### src/rtl/board_state_if.sv
// Link between this board and the opponent's board.
// master: board_state (accepts remote moves, offers local moves).
// slave:  the inter-board link.
interface board_state_if;
  logic        remote_valid;
  logic [11:0] remote_packet;
  logic        remote_ready;
  logic        tx_valid;
  logic [11:0] tx_packet;
  logic        tx_ready;

  modport master (
    input  remote_valid,
    input  remote_packet,
    output remote_ready,
    output tx_valid,
    output tx_packet,
    input  tx_ready
  );

  modport slave (
    output remote_valid,
    output remote_packet,
    input  remote_ready,
    input  tx_valid,
    input  tx_packet,
    output tx_ready
  );
endinterface

### src/rtl/board_state.sv
// board_state: authoritative 8x8 board register file and turn arbiter.
// Commits local moves (then forwards them on the link) and remote moves;
// every move is applied exactly once and the turn toggles only after a commit.

typedef enum logic [1:0] {
  SPLASH_SCREEN = 2'd0,
  CHESS_SCREEN  = 2'd1,
  END_SCREEN    = 2'd2
} screen_state_t;

module board_state (
  input  logic                   CLOCK_50,
  input  logic                   reset,
  input  screen_state_t          sys_state,
  input  logic                   player,
  input  logic                   local_moved,
  input  logic [11:0]            local_packet,
  board_state_if.master          link,
  output logic [7:0][7:0][3:0]   stable_board,
  output logic                   curr_player,
  output logic [7:0]             move_count,
  output logic                   move_err
);

  localparam logic [3:0] Empty = 4'd15;

  typedef enum logic [1:0] {StIdle, StApplyL, StApplyR, StSend} state_e;

  state_e      state_q;
  logic        moved_q;
  logic [11:0] pkt_q;

  logic        active;
  logic        local_req;
  logic        take_local;
  logic [2:0]  src_row, src_col, dst_row, dst_col;
  logic [3:0]  src_piece;
  logic        pkt_ok;

  // Starting layout: black back rank on row 0, white back rank on row 7.
  function automatic logic [7:0][7:0][3:0] init_board();
    logic [7:0][7:0][3:0] b;
    logic [3:0]           back;
    for (int unsigned c = 0; c < 8; c++) begin
      case (c[2:0])
        3'd0, 3'd7: back = 4'd0;
        3'd1, 3'd6: back = 4'd1;
        3'd2, 3'd5: back = 4'd2;
        3'd3:       back = 4'd3;
        default:    back = 4'd4;
      endcase
      for (int unsigned r = 0; r < 8; r++) begin
        b[r[2:0]][c[2:0]] = Empty;
      end
      b[0][c[2:0]] = back + 4'd6;
      b[1][c[2:0]] = 4'd11;
      b[6][c[2:0]] = 4'd5;
      b[7][c[2:0]] = back;
    end
    return b;
  endfunction

  assign active     = (sys_state == CHESS_SCREEN);
  // Only the rising edge of the 8-cycle level counts as a request.
  assign local_req  = local_moved && !moved_q;
  assign take_local = (state_q == StIdle) && active && local_req && (curr_player == player);

  assign link.remote_ready = (state_q == StIdle) && link.remote_valid &&
                             (curr_player != player) && !local_req && active;

  assign src_row   = pkt_q[11:9];
  assign src_col   = pkt_q[8:6];
  assign dst_row   = pkt_q[5:3];
  assign dst_col   = pkt_q[2:0];
  assign src_piece = stable_board[src_row][src_col];
  assign pkt_ok    = (pkt_q[11:6] != pkt_q[5:0]) && (src_piece != Empty);

  // Turn FSM with registered board, counters and link outputs.
  always_ff @(posedge CLOCK_50) begin
    if (reset) begin
      state_q        <= StIdle;
      moved_q        <= 1'b0;
      pkt_q          <= 12'h000;
      stable_board   <= init_board();
      curr_player    <= 1'b1;
      move_count     <= 8'd0;
      move_err       <= 1'b0;
      link.tx_valid  <= 1'b0;
      link.tx_packet <= 12'h000;
    end else begin
      moved_q  <= local_moved;
      move_err <= 1'b0;
      case (state_q)
        StIdle: begin
          if (take_local) begin
            pkt_q   <= local_packet;
            state_q <= StApplyL;
          end else if (link.remote_ready) begin
            pkt_q   <= link.remote_packet;
            state_q <= StApplyR;
          end
        end
        StApplyL, StApplyR: begin
          if (pkt_ok) begin
            // A capture is just an overwrite of the destination square.
            stable_board[dst_row][dst_col] <= src_piece;
            stable_board[src_row][src_col] <= Empty;
            move_count <= move_count + 8'd1;
            if (state_q == StApplyL) begin
              link.tx_valid  <= 1'b1;
              link.tx_packet <= pkt_q;
              state_q        <= StSend;
            end else begin
              curr_player <= ~curr_player;
              state_q     <= StIdle;
            end
          end else begin
            move_err <= 1'b1;
            state_q  <= StIdle;
          end
        end
        StSend: begin
          // Turn passes only once the opponent's link has taken the move.
          if (link.tx_ready) begin
            link.tx_valid <= 1'b0;
            curr_player   <= ~curr_player;
            state_q       <= StIdle;
          end
        end
        default: state_q <= StIdle;
      endcase
    end
  end

endmodule

### src/flat_wrapper.sv
// flat-port wrapper written by rule: the top's interface ports become plain ports
module board_state_flat 
  (CLOCK_50, reset, sys_state, player, local_moved, local_packet, stable_board, curr_player, move_count, move_err, link_remote_valid, link_remote_packet, link_remote_ready, link_tx_valid, link_tx_packet, link_tx_ready);
  board_state_if link_i ();
  input  logic CLOCK_50;
  input  logic reset;
  input  screen_state_t sys_state;
  input  logic player;
  input  logic local_moved;
  input  logic [11:0] local_packet;
  output logic [7:0][7:0][3:0] stable_board;
  output logic curr_player;
  output logic [7:0] move_count;
  output logic move_err;
  input wire logic [$bits(link_i.remote_valid)-1:0] link_remote_valid;
  input wire logic [$bits(link_i.remote_packet)-1:0] link_remote_packet;
  output wire logic [$bits(link_i.remote_ready)-1:0] link_remote_ready;
  output wire logic [$bits(link_i.tx_valid)-1:0] link_tx_valid;
  output wire logic [$bits(link_i.tx_packet)-1:0] link_tx_packet;
  input wire logic [$bits(link_i.tx_ready)-1:0] link_tx_ready;
  assign link_i.remote_valid = link_remote_valid;
  assign link_i.remote_packet = link_remote_packet;
  assign link_remote_ready = link_i.remote_ready;
  assign link_tx_valid = link_i.tx_valid;
  assign link_tx_packet = link_i.tx_packet;
  assign link_i.tx_ready = link_tx_ready;
  board_state u_core (.CLOCK_50(CLOCK_50), .reset(reset), .sys_state(sys_state), .player(player), .local_moved(local_moved), .local_packet(local_packet), .link(link_i), .stable_board(stable_board), .curr_player(curr_player), .move_count(move_count), .move_err(move_err));
endmodule
### config.mk
export PLATFORM = sky130hd
export DESIGN_NAME = board_state_flat
export DESIGN_NICKNAME = d
export VERILOG_FILES = /design/src/rtl/board_state_if.sv /design/src/rtl/board_state.sv /design/src/flat_wrapper.sv
export SDC_FILE = /design/constraint.sdc
export NUM_CORES = 1
export LEC_CHECK = 0
export CORE_ASPECT_RATIO = 1.2
export CORE_MARGIN = 3
export CORE_UTILIZATION = 47
export DETAILED_ROUTE_END_ITERATION = 16
export HOLD_SLACK_MARGIN = 0.06
export PLACE_DENSITY = 0.79
export SYNTH_ARGS = -nofsm -noshare
export SYNTH_HDL_FRONTEND = slang
export SYNTH_SLANG_ARGS = --single-unit
### constraint.sdc
create_clock -name CLOCK_50 -period 3.26 [get_ports CLOCK_50]
set_clock_uncertainty 0.2 [all_clocks]
set_input_delay 0.652 -clock CLOCK_50 [delete_from_list [all_inputs] [get_ports CLOCK_50]]
set_output_delay 0.652 -clock CLOCK_50 [all_outputs]
set_load 0.01 [all_outputs]
After elaboration in Yosys (flattened, before gate mapping)
Cells that the tools add are included.
{"block": "word_totals", "regBits": 294, "word_cells": 153, "output_inout_bits": 280}
{"block": "classes", "addsub": 1, "n_lt_le_gt_ge": 8, "n_eq_ne": 13, "mux": 30, "bitwise": 3, "reduce_logical": 26}
{"operator": "bitwise mux 256 bit", "n": 1}
{"operator": "OR 256 bit", "n": 1}
{"operator": "demux 32 bit (select 3 bit)", "n": 2}
{"operator": "binary-select mux 32 bit (select 3 bit)", "n": 1}
{"operator": "two-way mux 32 bit", "n": 3}
{"operator": "demux 4 bit (select 3 bit)", "n": 2}
{"operator": "two-way mux 12 bit", "n": 2}
{"operator": "less-than comparator 3 x 4 -> 1 bit, second input constant", "n": 4}
{"operator": "logical AND 1 bit", "n": 13}
{"operator": "binary-select mux 4 bit (select 3 bit)", "n": 1}
{"operator": ">= comparator 3 x 1 -> 1 bit, second input constant", "n": 4}
{"operator": "two-way mux 4 bit", "n": 3}
{"operator": "two-way mux 2 bit", "n": 5}
{"operator": "adder 8 x 1 -> 8 bit, second input constant", "n": 1}
{"operator": "AND reduction 4 bit", "n": 2}
{"operator": "two-way mux 1 bit", "n": 7}
{"operator": "inequality test 6 bit", "n": 1}
{"operator": "one-hot mux 2 bit (3 select lines)", "n": 1}
{"operator": "AND reduction 2 bit", "n": 3}
{"operator": "== test 2 x 1 -> 1 bit, second input constant", "n": 2}
{"operator": "== test 2 bit, second input constant", "n": 2}
{"operator": "inequality test 2 x 1 -> 1 bit, second input constant", "n": 2}
{"operator": "inequality test 2 bit, second input constant", "n": 2}
{"operator": "inequality test 4 bit, second input constant", "n": 1}
{"operator": "10 further kinds", "n": 15}

Longest topological paths before layout
Gate-level depths: netlist (run 1).
{"block": "logic_depth", "depth_word": 8, "depth_mapped": 15, "ltp_nobuf": 8}

Least setup slack after synthesis (run 1)
No wires, ideal clock.
{"block": "synth_path", "path_type": "register to register", "start": "register u_core.pkt_q[9]", "end": "register u_core.move_count[5]", "synth_period_minus_slack_ns": 3.120, "n_path_buf": 2, "setup_ns": 0.121, "slack_ns": 0.140, "required_time_ns": 2.939, "arrival_ns": 2.799, "stages_incl_launch_ff": 11, "cell_sequence": "dfxtp_1 -> buf_4 -> buf_6 -> mux4_2 -> and2_1 -> a2111oi_1 -> a22oi_1 -> o21bai_1 -> o31ai_2 -> nor3_1 -> mux2_2"}
{"block": "synth_via", "elab_chain_cells": 7}
{"item": "start, declared", "line": "board_state.sv:31", "text": "logic [11:0] pkt_q;"}
{"item": "start signal, assigned", "line": "board_state.sv:96", "text": "pkt_q <= local_packet;"}
{"item": "start signal, assigned", "line": "board_state.sv:99", "text": "pkt_q <= link.remote_packet;"}
{"item": "binary-select mux 32 bit (select 3 bit)", "line": "board_state.sv:75", "text": "assign src_piece = stable_board[src_row][src_col];"}
{"item": "two-way mux 32 bit (implied by the code)", "line": "board_state.sv:75"}
{"item": "binary-select mux 4 bit (select 3 bit)", "line": "board_state.sv:75"}
{"item": "two-way mux 4 bit (implied by the code)", "line": "board_state.sv:75"}
{"item": "inequality test 4 bit", "line": "board_state.sv:76", "text": "assign pkt_ok = (pkt_q[11:6] != pkt_q[5:0]) && (src_piece != Empty);"}
{"item": "logical AND 1 bit *", "line": "board_state.sv:76"}
{"item": "AND reduction 2 bit (no source line) *"}
{"item": "end signal, assigned", "line": "board_state.sv:108", "text": "move_count <= move_count + 8'd1;"}
{"item": "end, declared", "line": "board_state.sv:21", "text": "output logic [7:0] move_count,"}
Mark *: on every way between the ends. The rest lies on a longest branch, timed or not. The select of a mux whose other input is x is not followed.
A chain may end at the register's enable or synchronous reset.

Worst setup path after layout (run 1)
{"block": "layout_path", "start": "register u_core.pkt_q[9]", "end": "register, netlist name u_core.stable_board[3]"}
{"block": "layout_via", "elab_chain_cells": 7}
{"item": "binary-select mux 32 bit (select 3 bit)", "line": "board_state.sv:75"}
{"item": "two-way mux 32 bit (implied by the code)", "line": "board_state.sv:75"}
{"item": "binary-select mux 4 bit (select 3 bit)", "line": "board_state.sv:75"}
{"item": "two-way mux 4 bit (implied by the code)", "line": "board_state.sv:75"}
{"item": "inequality test 4 bit", "line": "board_state.sv:76"}
{"item": "logical AND 1 bit", "line": "board_state.sv:76"}
{"item": "AND reduction 2 bit (no source line)"}
Several ways; a longest one is shown, not always the timed one. The select of a mux whose other input is x is not followed.

==> results of run 1 <==
## layer usage
metal | vias up | track usage
met3 | 456 | 0.113
met4 | 4 | 0.320
met2 | 1520 | 0.716
li1 | 7415 | -
met5 | - | 0
met1 | 8570 | 0.567
## kinds of logic (layout without fill, tap and decap cells)
logic type               after synthesis  in the layout
AO/OA/AOI/OAI                        483            483
XOR/XNOR                               8              8
adder cells (fa/ha/maj)                7              7
buffers and inverters                212            753
flip-flops                           294            294
multiplexers                          94             94
other                                  0              2
AND/OR/NAND/NOR                      649            649
## worst paths after layout
kind                              from                  endpoint  slack [ns]
setup / recovery       u_core.pkt_q[9]    u_core.stable_board[3]       -0.36
hold / removal                   reset  u_core.link.tx_packet[0]        0.26
setup reg to reg       u_core.pkt_q[9]    u_core.stable_board[3]       -0.36
hold reg to reg   u_core.link.tx_valid      u_core.link.tx_valid        0.28
## cell type report
| cell class | instances | area, um2 |
|---|---|---|
| antenna | 2 | 5.00 |
| clock buffer | 44 | 895 |
| clock inverter | 11 | 146 |
| fill | 2148 | 7580 |
| inverter | 57 | 214 |
| multi-input combinational | 1241 | 8910 |
| sequential | 294 | 5900 |
| tap | 396 | 495 |
| timing repair buffer | 641 | 6430 |
## power groups by stage
stage                     Combinational [uW]  Clock (uW)  Sequential (uW)
after floorplan                         1490           0             3800
after global placement                  3110           0             3830
after detailed placement                3120           0             3830
after CTS                               4050        3650             3750
after global routing                    5040        3790             3760
final                                   5020        3700             3750
## critical path: cells and delay by family (launching register included)
kind                   cells  cell delay, ns
muxes                      1            0.54
DFF                        1            0.43
AOI/OAI and AO/OA          5            1.02
and+or+nand+nor            2            0.46
buffers and inverters      6            0.88
## state kept, by name, indices dropped and copies added (netlist names)
signal,flops
u_core.link.tx_packet,12
u_core.stable_board,256
u_core.pkt_q,12
u_core.state_q,2
u_core.link.tx_valid,1
u_core.move_err,1
u_core.moved_q,1
u_core.curr_player,1
u_core.move_count,8
## timing repair
item / 4_1_cts / 5_1_grt
setup buffers: 26 / 31
hold buffers: 0 / 0
resized for setup: 102 / 213
pin swaps: 17 / 73
setup endpoints to repair: 280 / 282
gates cloned: 13 / 3
## synthesized netlist by cell type (3+ instances only)
library cell,number
nand3b_1,14
dfxtp_1,294
nand2_1,76
a32oi_1,5
buf_6,6
a221oi_1,55
clkbuf_1,111
or3b_2,4
a21o_1,3
nand3_1,18
a311oi_1,15
nor4_1,8
mux2i_1,43
nor3_1,95
buf_4,12
nand4_1,4
mux4_2,43
a211oi_1,20
o21ai_2,10
o211ai_1,4
o21ai_1,20
buf_2,22
and3_1,3
a21oi_1,96
nand2b_1,4
xor2_1,5
o2bb2ai_1,3
and2_1,7
xnor2_1,3
a31oi_1,4
and4b_1,3
o22ai_1,22
or3_1,6
nor2b_1,9
o21ai_0,71
buf_1,4
nor2_1,378
a22oi_1,126
o21bai_1,5
mux2_2,8
ha_1,7
or2_2,4
a21boi_0,4
nor3b_1,7
inv_1,56
## metrics by stage
step	TNS [ns]	utilization
floorplan	0	-
global placement	-77.67	0.648
detailed placement	-77.19	0.648
CTS	-31.34	0.709
global route	-73.99	0.752
finish	-59.46	0.752
==> out/results.txt, run 1 <==
run status = finished, violations left
failing checks = negative setup slack
max-cap violations = 0
Avg Inst Size Synth = 8.34 um2
sw power = 4460 uW
Final nets = 2304
Startpoint Class = register
Worst-Skew Late Latency = 0.59 ns
Synth warnings = 0
Seq cells post-synth = 294
WL met3 = 10200 um
Die Ht = 199 um
Crit path largest cell delay = 0.54 ns
cell taking the most area after synthesis = dfxtp_1
grt total ovfl = 0
clock share of power = 0.297
worst hold path class = in -> reg
Total Power = 12500 uW
met2 WL post-DR = 36100 um
CTS tree = done
post-synthesis compound-gate area fraction = 0.225
largest family of logic cells by synthesized area = compound AO/OA/AOI/OAI gates
post-synthesis mux area share = 0.102
final setup margin = -0.364 ns
post-synthesis sequential area ratio = 0.404
area share of the largest cell type after synthesis = 0.404
post-synthesis async set-or-reset flop share = 0
Root Driver = clkbuf_16
Synth area leaders = dfxtp_1 (40%), nor2_1 (9.7%), mux4_2 (6.6%), a22oi_1 (6.5%), a221oi_1 (3.3%)
share of power burned in combinational logic = 0.402
Worst Path Required = 3.55 ns
Reg clk slew, reported paths = 0.07 ns
Reg2Reg Depth = 14
CTS Sinks = 294
crit end category = register
Crit Path Class = reg -> reg
hpwl dp = 58300 um
Fin. Hold Viols = 0
GPL Wtd Cong = 1.05
Starting Density = 0.477
Row Count = 70
RSZ-0062 raised after global routing = true
Peak VDD IR = 0.460 mV
internal power = 8010 uW
Max Root-Sink Buffers = 3
Pleak = 0.00803 uW
IO Pins = 312
Design Area, Final = 23000 um2
sw frac = 0.358
peak fanout along the critical path = 6
syn_nets = 1786
H-tree levels = 1
worst hold path depth = 2
Port Buffers = 311
WP data arrival = 3.91 ns
most common cell after layout, fill and taps aside = nor2_1
worst slew pin tran = 1.11 ns
hold_ws = 0.260 ns
xor and xnor area share after synthesis = 0.00481
P per Cell Area = 542 nW/um2
Setup violations, final = 281
max layer used = met5
post-placement cell area = 19800 um2
via count = 18000
sequential power share = 0.301
f_max = 276 MHz
crit-path cells = buf_12, buf_12, mux4_2, a32oi_2, nand4_1, nor4_2, buf_4, o21ba_4, a31oi_4, buf_6, buf_16, buf_12, o21ai_4, a221oi_2
CTS Buf Count = 30
Placed Cells = 2567
final slew viol count = 0
drt pass-1 iters = 5
Slowest-stage cell, CP = mux4_2
largest net degree at the start of global routing = 130
vias in the first global route = 16800
layout cells sized above 1 = 0.281
Adder-Cell Fraction of Synth Area = 0.00601
commonest non-fill, non-tap cells in the layout = nor2_1 (377), clkdlybuf4s50_1 (310), dfxtp_1 (290), buf_4 (245), nor3_1 (89)
worst slack, placed = -0.419 ns
First DRT Iteration DRCs = 2405
Routed WL = 82900 um
Post-Syn Instances = 1747
Post-synth EDFFs = 0
Die ar. = 33200 um2
via-per-instance ratio = 6.69
simple-gate share of the synthesized area = 0.196
Min Clock Period, post-route = 3.62 ns
first-pass GRT wire length = 114000 um
initial antenna violation count = 6
Max-slew headroom = 0.260
ANT nets after route = 0
wire per inst = 30.9 um
Area Growth Syn to Fin = 57.7%
CP most frequent cell = buf_12
DRC = 0
gr usage total = 0.461
crit share post-route = 1.11
Synth Flop Type = dfxtp_1
CORE AREA = 30600 um2
post-synthesis cell area = 14600 um2
Layout Cells excl Fill = 2686
die width = 167 um
count of different cell masters after synthesis = 70
Metal-1 WL = 28900 um
Power figures use the tool's default switching activity.
==> run 2, diff against run 1 <==
==> constraint.sdc (replaced) <==
create_clock -name CLOCK_50 -period 3.26 [get_ports CLOCK_50]
set_clock_uncertainty 0.2 [all_clocks]
set_input_delay 0.489 -clock CLOCK_50 [delete_from_list [all_inputs] [get_ports CLOCK_50]]
set_output_delay 0.489 -clock CLOCK_50 [all_outputs]
set_load 0.01 [all_outputs]
==> out/results.txt, run 2 (synthesis results as in run 1) <==
hpwl dp = 58000 um (-0.48%)
via-per-instance ratio = 6.83 (+2.2%)
Reg clk slew, reported paths = 0.07 ns (about the same)
WP data arrival = 3.70 ns (-0.21 ns)
peak fanout along the critical path = 11 (+5)
Largest Register = u_core.stable_board
P per Cell Area = 530 nW/um2 (-2.4%)
Starting Density = 0.477 (unchanged)
Die Ht = 199 um (unchanged)
First DRT Iteration DRCs = 2510 (+4.4%)
worst r2r dst = u_core.move_count[0]
reg2reg start = u_core.pkt_q[9]
largest net degree at the start of global routing = 118 (-9.2%)
Final nets = 2290 (-0.61%)
final setup margin = -0.186 ns (+0.178 ns)
CTS Buf Count = 30 (unchanged)
gr usage total = 0.467 (+0.00560)
Layout Cells excl Fill = 2675 (-0.41%)
Hold Buf Count CTS = 0 (unchanged)
Crit Path Class = reg -> reg
Pleak = 0.00813 uW (+1.2%)
final slew viol count = 0 (unchanged)
Routed WL = 86400 um (+4.2%)
IO Pins = 312 (unchanged)
Peak VDD IR = 0.564 mV (+23%)
Die ar. = 33200 um2 (unchanged)
Max-slew headroom = 0.146 (-0.114)
Worst-Skew Late Latency = 0.59 ns (about the same)
f_max = 290 MHz (+5.2%)
Final TNS setup = -21.23 ns (+38.24 ns)
grt total ovfl = 0 (unchanged)
initial antenna violation count = 9 (+3)
CTS tree = done
ANT nets after route = 0 (unchanged)
Min Clock Period, post-route = 3.45 ns (-0.178 ns)
die width = 167 um (unchanged)
CORE AREA = 30600 um2 (unchanged)
Setup crit end = u_core.move_count[0]
run status = finished, violations left
H-tree levels = 1 (unchanged)
max reg flops = 256 (unchanged)
Area Growth Syn to Fin = 62.8%
crit end category = register
CTS Sinks = 294 (unchanged)
most common cell after layout, fill and taps aside = nor2_1
Worst Path Required = 3.51 ns (-0.04 ns)
crit share post-route = 1.06 (-0.0545)
drt pass-1 iters = 6 (+1)
vias in the first global route = 16600 (-0.98%)
hold_ws = 0.151 ns (-0.110 ns)
RSZ-0062 raised after global routing = true
Reg2Reg Depth = 14 (unchanged)
Root Driver = clkbuf_16
Max Root-Sink Buffers = 3 (unchanged)
Fin. Hold Viols = 0 (unchanged)
fill count = 1975 (-8.1%)
biggest regs = u_core.stable_board x256, u_core.link.tx_packet x12, u_core.pkt_q x12
DRC = 0 (unchanged)
Total Power = 12600 uW (+0.81%)
max-cap violations = 0 (unchanged)
via count = 18300 (+1.8%)
Row Count = 70 (unchanged)
r2r setup slk = -0.19 ns (+0.18 ns)
wire per inst = 32.3 um (+4.6%)
layout cells sized above 1 = 0.320 (+0.0381)
Startpoint Class = register
failing checks = negative setup slack
worst slew pin tran = 1.27 ns (+0.159 ns)
Placed Cells = 2549 (-0.70%)
commonest non-fill, non-tap cells in the layout = nor2_1 (377), clkdlybuf4s50_1 (310), dfxtp_1 (291), buf_4 (222), nor3_1 (76)
GPL Wtd Cong = 1.03 (-2.2%)
Port Buffers = 311 (unchanged)
worst hold path class = in -> reg
crit path launch = u_core.pkt_q[9]
Setup violations, final = 261 (-7.1%)
first-pass GRT wire length = 115000 um (+0.72%)
hold wc startpoint = reset
[run 2: changes by cell type in the layout (fill, tap and decap cells not counted), moves of 6 or more]
cell,before,now
a21oi_1,84,45
a21oi_2,12,50
buf_4,245,222
o21ai_4,15,38
o21ai_2,33,14
a22oi_1,70,54
a22oi_2,56,72
nor3_1,89,76
a221oi_1,19,7
a221oi_2,36,48
nor3_2,6,17
buf_12,28,36
clkinv_2,4,10
[run 2: routing by layer]
| metal | GRT usage | part of all wire | routed length (um) |
|---|---|---|---|
| met2 | 0.719 | 0.43 | 36800 |
| met5 | 0 | 0.00039 | 34 |
| met3 | 0.116 | 0.13 | 11500 |
| met4 | 0.322 | 0.10 | 8670 |
| met1 | 0.578 | 0.34 | 29300 |
[run 2: per-stage QoR]
step	utilization	worst slack (ns)	area [um2]
after floorplan	-	0.140	14600
after global placement	0.645	-0.282	19700
after detailed placement	0.645	-0.311	19700
after CTS	0.717	-0.114	21900
after global routing	0.776	-0.239	23700
final	0.777	-0.186	23700
[run 2: area by class of cell]
cell class | instances | area [um2] | area share
multi-input combinational | 1241 | 9590 | 0.404
timing repair buffer | 627 | 6500 | 0.274
sequential | 294 | 5900 | 0.248
clock buffer | 36 | 815 | 0.0343
tap | 396 | 495 | 0.0209
clock inverter | 20 | 215 | 0.00907
inverter | 57 | 214 | 0.00901
antenna | 4 | 10.0 | 0.000422
[run 2: worst min path at each step]
stage	depth (start not counted)	end	slack, ns
final	2	u_core.link.tx_packet[11]	0.15
after global routing	2	u_core.link.tx_packet[0]	0.16
after CTS	2	u_core.link.tx_packet[11]	0.13
after detailed placement	2	u_core.link.tx_valid	0.28
after global placement	2	u_core.link.tx_valid	0.27
after floorplan	2	u_core.link.tx_valid	0.30
[run 2: worst max-delay path: stages (launching register included)]
cell	delay, ns
dfxtp_4	0.40
buf_6	0.14
buf_12	0.15
mux2i_4	0.27
buf_4	0.15
o211ai_1	0.07
a22oi_1	0.28
o22ai_1	0.16
or4_4	0.46
a31oi_4	0.27
buf_12	0.20
buf_16	0.19
buf_4	0.15
xnor2_1	0.13
nor2_1	0.06
[run 2: what timing repair did]
| action | in CTS | in global routing |
|---|---|---|
| setup endpoints to repair | 278 | 279 |
| resized for setup | 162 | 283 |
| buffers inserted | 22 | 25 |
| pin swaps | 34 | 115 |
| cloned | 12 | 10 |
[run 2: report_power, final]
| group | leakage [uW] | internal [uW] | switching, uW |
|---|---|---|---|
| logic | 0.00524 | 2190 | 2950 |
| registers | 0.00238 | 3660 | 87.2 |
| clock network | 0.000505 | 2100 | 1590 |
